`src/rtl/fetch_unit.sv`:
```
// fetch_unit: instruction-fetch stage. Owns the PC, talks to instruction
// memory over a req/ack handshake and feeds instruction, PC and PC+4 to
// decode. Handles decode redirects (one-shot on a level) and freezes.
module fetch_unit #(
  parameter logic [31:0] RESET_PC  = 32'h0040_0000,
  parameter logic [31:0] NOP_INSTR = 32'h0000_0000
) (
  input  logic        CLK,
  input  logic        RESET,
  input  logic [31:0] Alt_PC,
  input  logic        Request_Alt_PC,
  input  logic        WANT_FREEZE,
  output logic [31:0] IMem_Addr,
  output logic        IMem_Req,
  input  logic        IMem_Ack,
  input  logic [31:0] IMem_Data,
  output logic [31:0] Instr1_OUT,
  output logic [31:0] Instr_PC_OUT,
  output logic [31:0] Instr_PC_Plus4_OUT,
  output logic [31:0] Fetch_Count
);

  typedef enum logic [1:0] {S_FETCH, S_HOLD, S_DRAIN} state_t;

  state_t      state_q;
  logic [31:0] pc_q, hold_instr_q, hold_pc_q, redir_pc_q;
  logic [31:0] instr_q, ipc_q, ipc4_q, cnt_q;
  logic        redir_seen_q;

  logic        new_redir;
  logic [31:0] alt_d, pc_plus4_d;

  // A redirect level only counts on its first cycle high.
  assign new_redir  = Request_Alt_PC && !redir_seen_q;
  assign alt_d      = {Alt_PC[31:2], 2'b00};
  assign pc_plus4_d = pc_q + 32'd4;

  // pc is not advanced while a request is outstanding or draining, so it is
  // always the address of the in-flight request.
  assign IMem_Addr = pc_q;
  assign IMem_Req  = (state_q != S_HOLD) && !RESET;

  assign Instr1_OUT         = instr_q;
  assign Instr_PC_OUT       = ipc_q;
  assign Instr_PC_Plus4_OUT = ipc4_q;
  assign Fetch_Count        = cnt_q;

  // Fetch FSM, PC, hold buffer and decode-facing output registers.
  always_ff @(posedge CLK or posedge RESET) begin
    if (RESET) begin
      state_q      <= S_FETCH;
      pc_q         <= RESET_PC;
      hold_instr_q <= '0;
      hold_pc_q    <= '0;
      redir_pc_q   <= '0;
      redir_seen_q <= 1'b0;
      instr_q      <= NOP_INSTR;
      ipc_q        <= '0;
      ipc4_q       <= '0;
      cnt_q        <= '0;
    end else begin
      // Set by a new redirect, stays set while the level is held, clears on low.
      redir_seen_q <= Request_Alt_PC;
      case (state_q)
        S_FETCH: begin
          if (new_redir && IMem_Ack) begin
            instr_q <= NOP_INSTR;
            pc_q    <= alt_d;
          end else if (new_redir) begin
            // Request must complete before the new target can be issued.
            redir_pc_q <= alt_d;
            instr_q    <= NOP_INSTR;
            state_q    <= S_DRAIN;
          end else if (WANT_FREEZE) begin
            if (IMem_Ack) begin
              hold_instr_q <= IMem_Data;
              hold_pc_q    <= pc_q;
              pc_q         <= pc_plus4_d;
              state_q      <= S_HOLD;
            end
          end else if (IMem_Ack) begin
            instr_q <= IMem_Data;
            ipc_q   <= pc_q;
            ipc4_q  <= pc_plus4_d;
            pc_q    <= pc_plus4_d;
            cnt_q   <= cnt_q + 32'd1;
          end else begin
            instr_q <= NOP_INSTR;
          end
        end
        S_HOLD: begin
          if (new_redir) begin
            instr_q <= NOP_INSTR;
            pc_q    <= alt_d;
            state_q <= S_FETCH;
          end else if (!WANT_FREEZE) begin
            instr_q <= hold_instr_q;
            ipc_q   <= hold_pc_q;
            ipc4_q  <= hold_pc_q + 32'd4;
            cnt_q   <= cnt_q + 32'd1;
            state_q <= S_FETCH;
          end
        end
        S_DRAIN: begin
          if (new_redir)                 redir_pc_q <= alt_d;
          if (new_redir || !WANT_FREEZE) instr_q    <= NOP_INSTR;
          if (IMem_Ack) begin
            // Abandoned data is dropped; the latest redirect target wins.
            pc_q    <= new_redir ? alt_d : redir_pc_q;
            state_q <= S_FETCH;
          end
        end
        default: state_q <= S_FETCH;
      endcase
    end
  end

endmodule

```
`config.mk`:
```
export PLATFORM = sky130hd
export DESIGN_NAME = fetch_unit
export DESIGN_NICKNAME = d
export VERILOG_FILES = /design/src/rtl/fetch_unit.sv
export SDC_FILE = /design/constraint.sdc
export NUM_CORES = 1
export LEC_CHECK = 0
export CORE_MARGIN = 2
export CORE_UTILIZATION = 40
export DETAILED_ROUTE_END_ITERATION = 10
export GPL_TIMING_DRIVEN = 1
export PLACE_DENSITY_LB_ADDON = 0.25
export REMOVE_ABC_BUFFERS = 1
export SYNTH_ARGS = -nofsm -noshare
export SYNTH_HDL_FRONTEND = slang
export SYNTH_SLANG_ARGS = --single-unit
```
`constraint.sdc`:
```
create_clock -name CLK -period 16.5 [get_ports CLK]
set_input_delay 1.65 -clock CLK [delete_from_list [all_inputs] [get_ports CLK]]
set_output_delay 1.65 -clock CLK [all_outputs]
set_load 0.02 [all_outputs]
```
; After elaboration in Yosys (flattened, before gate mapping)
; Cells that the tools add are included.
[word_totals]
register_bits = 259
out_inout_bits = 161
input_bits = 69
[op_classes]
n_mux = 45
reduce_logical = 17
add_sub_neg = 3
n_eq_ne = 18
n_bitwise = 2
[ops]
columns = op, n
row1 = two-way mux 32 bit, 31
row2 = one-hot mux 32 bit (2 select lines), 4
row3 = one-hot mux 32 bit (3 select lines), 2
row4 = adder 32 x 3 -> 32 bit (second input constant), 2
row5 = adder 32 x 1 -> 32 bit (second input constant), 1
row6 = != test 2 bit (second input constant), 9
row7 = != test 3 bit (second input constant), 5
row8 = AND reduction 5 bit, 3
row9 = two-way mux 2 bit, 7
row10 = AND reduction 7 bit, 1
row11 = one-hot mux 2 bit (3 select lines), 1
row12 = != test 4 bit (second input constant), 1
row13 = AND reduction 4 bit, 1
row14 = nonzero test 2 bit, 2
row15 = logical AND 1 bit, 3
row16 = zero test 1 bit, 3
row17 = nonzero test 3 bit, 1
row18 = equality test 2 x 1 -> 1 bit (second input constant), 1
row19 = equality test 2 bit (second input constant), 1
row20 = zero test 2 bit, 1
row21 = != test 2 x 1 -> 1 bit (second input constant), 1
row22 = inverter 1 bit, 2
row23 = AND reduction 2 bit, 1
row24 = logical OR 1 bit, 1

; Logic depth before layout (Yosys ltp)
[logic_depth]
depth_word = 6
depth_mapped = 10
ltp_nobuf = 7

; Least setup slack after synthesis
; OpenSTA, ideal clock, no wires.
[synth_path]
kind = input to output
startpoint = input RESET
endpoint = output IMem_Req
path_buffers = 0
stages = 1
t_arrival_ps = 1930
setup_slack_ps = 12920
path_cell_list = nor2_1
[synth_between]
elab_chain_len = 2
[synth_rtl]
columns = element, line
row1 = from (decl), 9  ; input logic RESET,
row2 = zero test 1 bit (no source line), -
row3 = logical AND 1 bit, 41  ; assign IMem_Req = (state_q != S_HOLD) && !RESET;
row4 = to (decl), 14  ; output logic IMem_Req,
; No other way between the ends.

; Worst setup path after layout
; Same ends and word-level chain as after synthesis.

==> reports/qor.csv <==
metric,value,unit
initial antenna violation count,3,
Hold Crit Start,Instr1_OUT[7],
Final min period,4544,ps
XOR/XNOR Fraction of Synth Area,0.05406,
Initial DRT Pass Iterations,6,
"Hold Violations, Final",0,
flop2flop setup slack,12560,ps
Initial Utilization,0.4056,
Horiz. Die Dim,182.9,um
largest net degree at the start of global routing,117,
pre-CTS setup slack,11540,ps
Sw Pwr,1.261,mW
CP endpoint kind,primary output,
Die ar.,33440,um^2
num ports,230,
yosys warns,0,
1st-iter DRT viols,709,
Hold WC Path Type,register to register,
post-cts sizing count,0,
status,"complete, no violations",
minimum hold slack,473.8,ps
Fillers,2876,
hold-critical path depth,2,
Synth Register Bits,257,
total wire length,36.56,mm
worst-margin pin slew,1010,ps
Final Net Count,1465,
Overflow after GRT,0,
CTS Hold Bufs,0,
Synth-to-Final Area Change,26.81,%
max cap viols,0,
reg2reg path depth,9,
fin crit share,0.2754,
Hold Path End,Instr1_OUT[7],
Final Skew,13.00,ps
"EDFF count, synth",0,
sequential power share,0.361,
CP most frequent cell,clkdlybuf4s50_1,
H-tree depth,1,
clk root buf,clkbuf_16,
Comb pwr share,0.435,
Simple-Gate Fraction of Synth Area,0.1382,
"Cell Chain, Critical Path",clkdlybuf4s50_1 > nor2_1 > clkdlybuf4s50_1,
Static Leak,6.737,nW
TNS Setup,0,ps
Mapped Cells,1208,
core area,31560,um^2
"Clk Latency, worst-skew pair",560,ps
CP max stage cell,clkdlybuf4s50_1,
WP data required,14850,ps
final worst slack,11960,ps
mux cell area share after synthesis,0.1089,
port bufs,227,
global-route usage over all layers,0.2161,
CTS tree,built,
"slowest stage delay, CP",610,ps
r2r endpoint,Instr_PC_Plus4_OUT[25],
Die Ht,182.9,um
Synth async-reset ratio,1.000,
main flop type after synthesis,dfrtp_1,
Pint,1.886,mW
"leading cell type in the layout, fill and taps excluded",dfrtp_1,
layout cells sized above 1,0.1235,
Synth Area in Adders,0.006843,
pwr dens,194.0,nW/um^2
post-synthesis cell type count,80,
Synth Area in Compound Gates,0.1503,
Post-route DRC,0,
clk slew on worst S/H paths,60,ps
postcts setup bufs,0,
Final Util,0.5143,
Setup crit start kind,primary input,
Placer Congestion,0.7959,
post-synthesis sequential area ratio,0.5026,
"Avg Cell Area, Syn",10.59,um^2
DRT antenna net count,0,
critical path peak fanout,2,
GR Util met3,0.04011,
RSZ-0062 raised after global routing,no,
Top Usage Layer GRT,met2,
critical register-to-register path startpoint,state_q[1],
Clk pwr share,0.204,
synthesized area,12800,um^2
fin. max-slew vios,0,
clock buffer count from CTS,30,
FP Rows,65,
Max rail drop VDD,0.1041,mV
Slew headroom,0.3244,
routed length per instance,20.15,um
Clock Path Buffers,3,
critical setup path kind,primary input to primary output,
Vias,10260,
GR Layer Usage met1,0.3027,
via density per instance,5.655,
Clock Sinks,257,
vias in the first global route,10100,
first-pass GRT wire length,57.68,mm
"commonest non-fill, non-tap cells in the layout","256 x dfrtp_1, 227 x clkdlybuf4s50_1, 150 x nand2_1",
main combinational cell family by area after synthesis,compound AO/OA/AOI/OAI gates,
Critical Path AT,2890,ps
dpl hpwl,23.50,mm
switching share of power,0.4008,
GRT met2 Usage,0.3459,
Setup-failing EPs final,0,
fmax,220.1,MHz
## metrics by stage
| step | cells | total power [mW] | cell area [um^2] |
|---|---|---|---|
| after detailed placement | 1759 | 2.516 | 15280 |
| after CTS | 1811 | 3.167 | 16220 |
| final | 1814 | 3.148 | 16230 |
| after global placement | 1759 | 2.483 | 15280 |
| after floorplan | 1116 | 1.933 | 12370 |
| after global routing | 1812 | 3.341 | 16220 |
## critical path, delay by kind of cell
family	cells	cell delay, ps
buf+inv	2	1120
simple gates	1	120
## final cells by class
| cell class | count | area [um^2] | share of cell area |
|---|---|---|---|
| repair buffers | 241 | 2377 | 0.1465 |
| diodes | 3 | 7.507 | 0.0004626 |
| flip-flops and latches | 257 | 6432 | 0.3963 |
| clock inverters | 4 | 23.77 | 0.001465 |
| multi-input cells | 841 | 5891 | 0.3630 |
| inverters | 18 | 75.07 | 0.004626 |
| well taps | 402 | 503.0 | 0.03099 |
| clock buffers | 48 | 919.6 | 0.05666 |
## routing by layer
layer	share of wire	wire length (um)
met1	0.46	16790
met2	0.46	16760
met3	0.059	2139
met4	0.024	866
met5	0	0
## Yosys cell counts (all sizes together), types with 18 or more instances
cell type	count	share of area
xor2	36	0.025
nand2	151	0.044
nand3	41	0.017
nor2	54	0.016
dfrtp	256	0.50
nand4	29	0.015
o31ai	32	0.019
a22oi	34	0.020
a21oi	29	0.011
clkbuf	38	0.012
buf	54	0.022
a221oi	21	0.017
o21ai	75	0.029
xnor2	43	0.029
mux2i	41	0.032
inv	18	0.0053
mux2	87	0.077
nor3	21	0.011
## worst max-delay path by stage
stage / from / end / slack (ps) / depth (start not counted)
after floorplan: RESET / Fetch_Count[0] / 7780 / 1
final: RESET / IMem_Req / 11960 / 3
after global routing: RESET / IMem_Req / 11920 / 3
after global placement: Request_Alt_PC / Instr_PC_Plus4_OUT[19] / 11550 / 7
after CTS: RESET / IMem_Req / 11950 / 3
after detailed placement: Request_Alt_PC / Instr_PC_Plus4_OUT[19] / 11540 / 7
## state kept, by name (all words and copies together) (netlist names)
signal              flops
redir_seen_q            1
hold_instr_q           32
redir_pc_q             32
hold_pc_q              32
Instr_PC_OUT           32
Instr1_OUT             32
state_q                 2
Fetch_Count            32
Instr_PC_Plus4_OUT     30
IMem_Addr              32
## power groups by stage
stage	Clock [mW]	Sequential, mW	Combinational, mW
2_1_floorplan	0	1.24	0.688
3_3_place_gp	0	1.13	1.36
3_5_place_dp	0	1.14	1.38
4_1_cts	0.655	1.13	1.38
5_1_grt	0.682	1.17	1.49
6_report	0.641	1.14	1.37
## cells by family after synthesis
family | Yosys count
simple gates | 357
compound gates | 270
xor+xnor | 79
buf+inv | 110
flops | 257
mux | 128
fa+ha+maj | 7
Power figures use the tool's default switching activity.
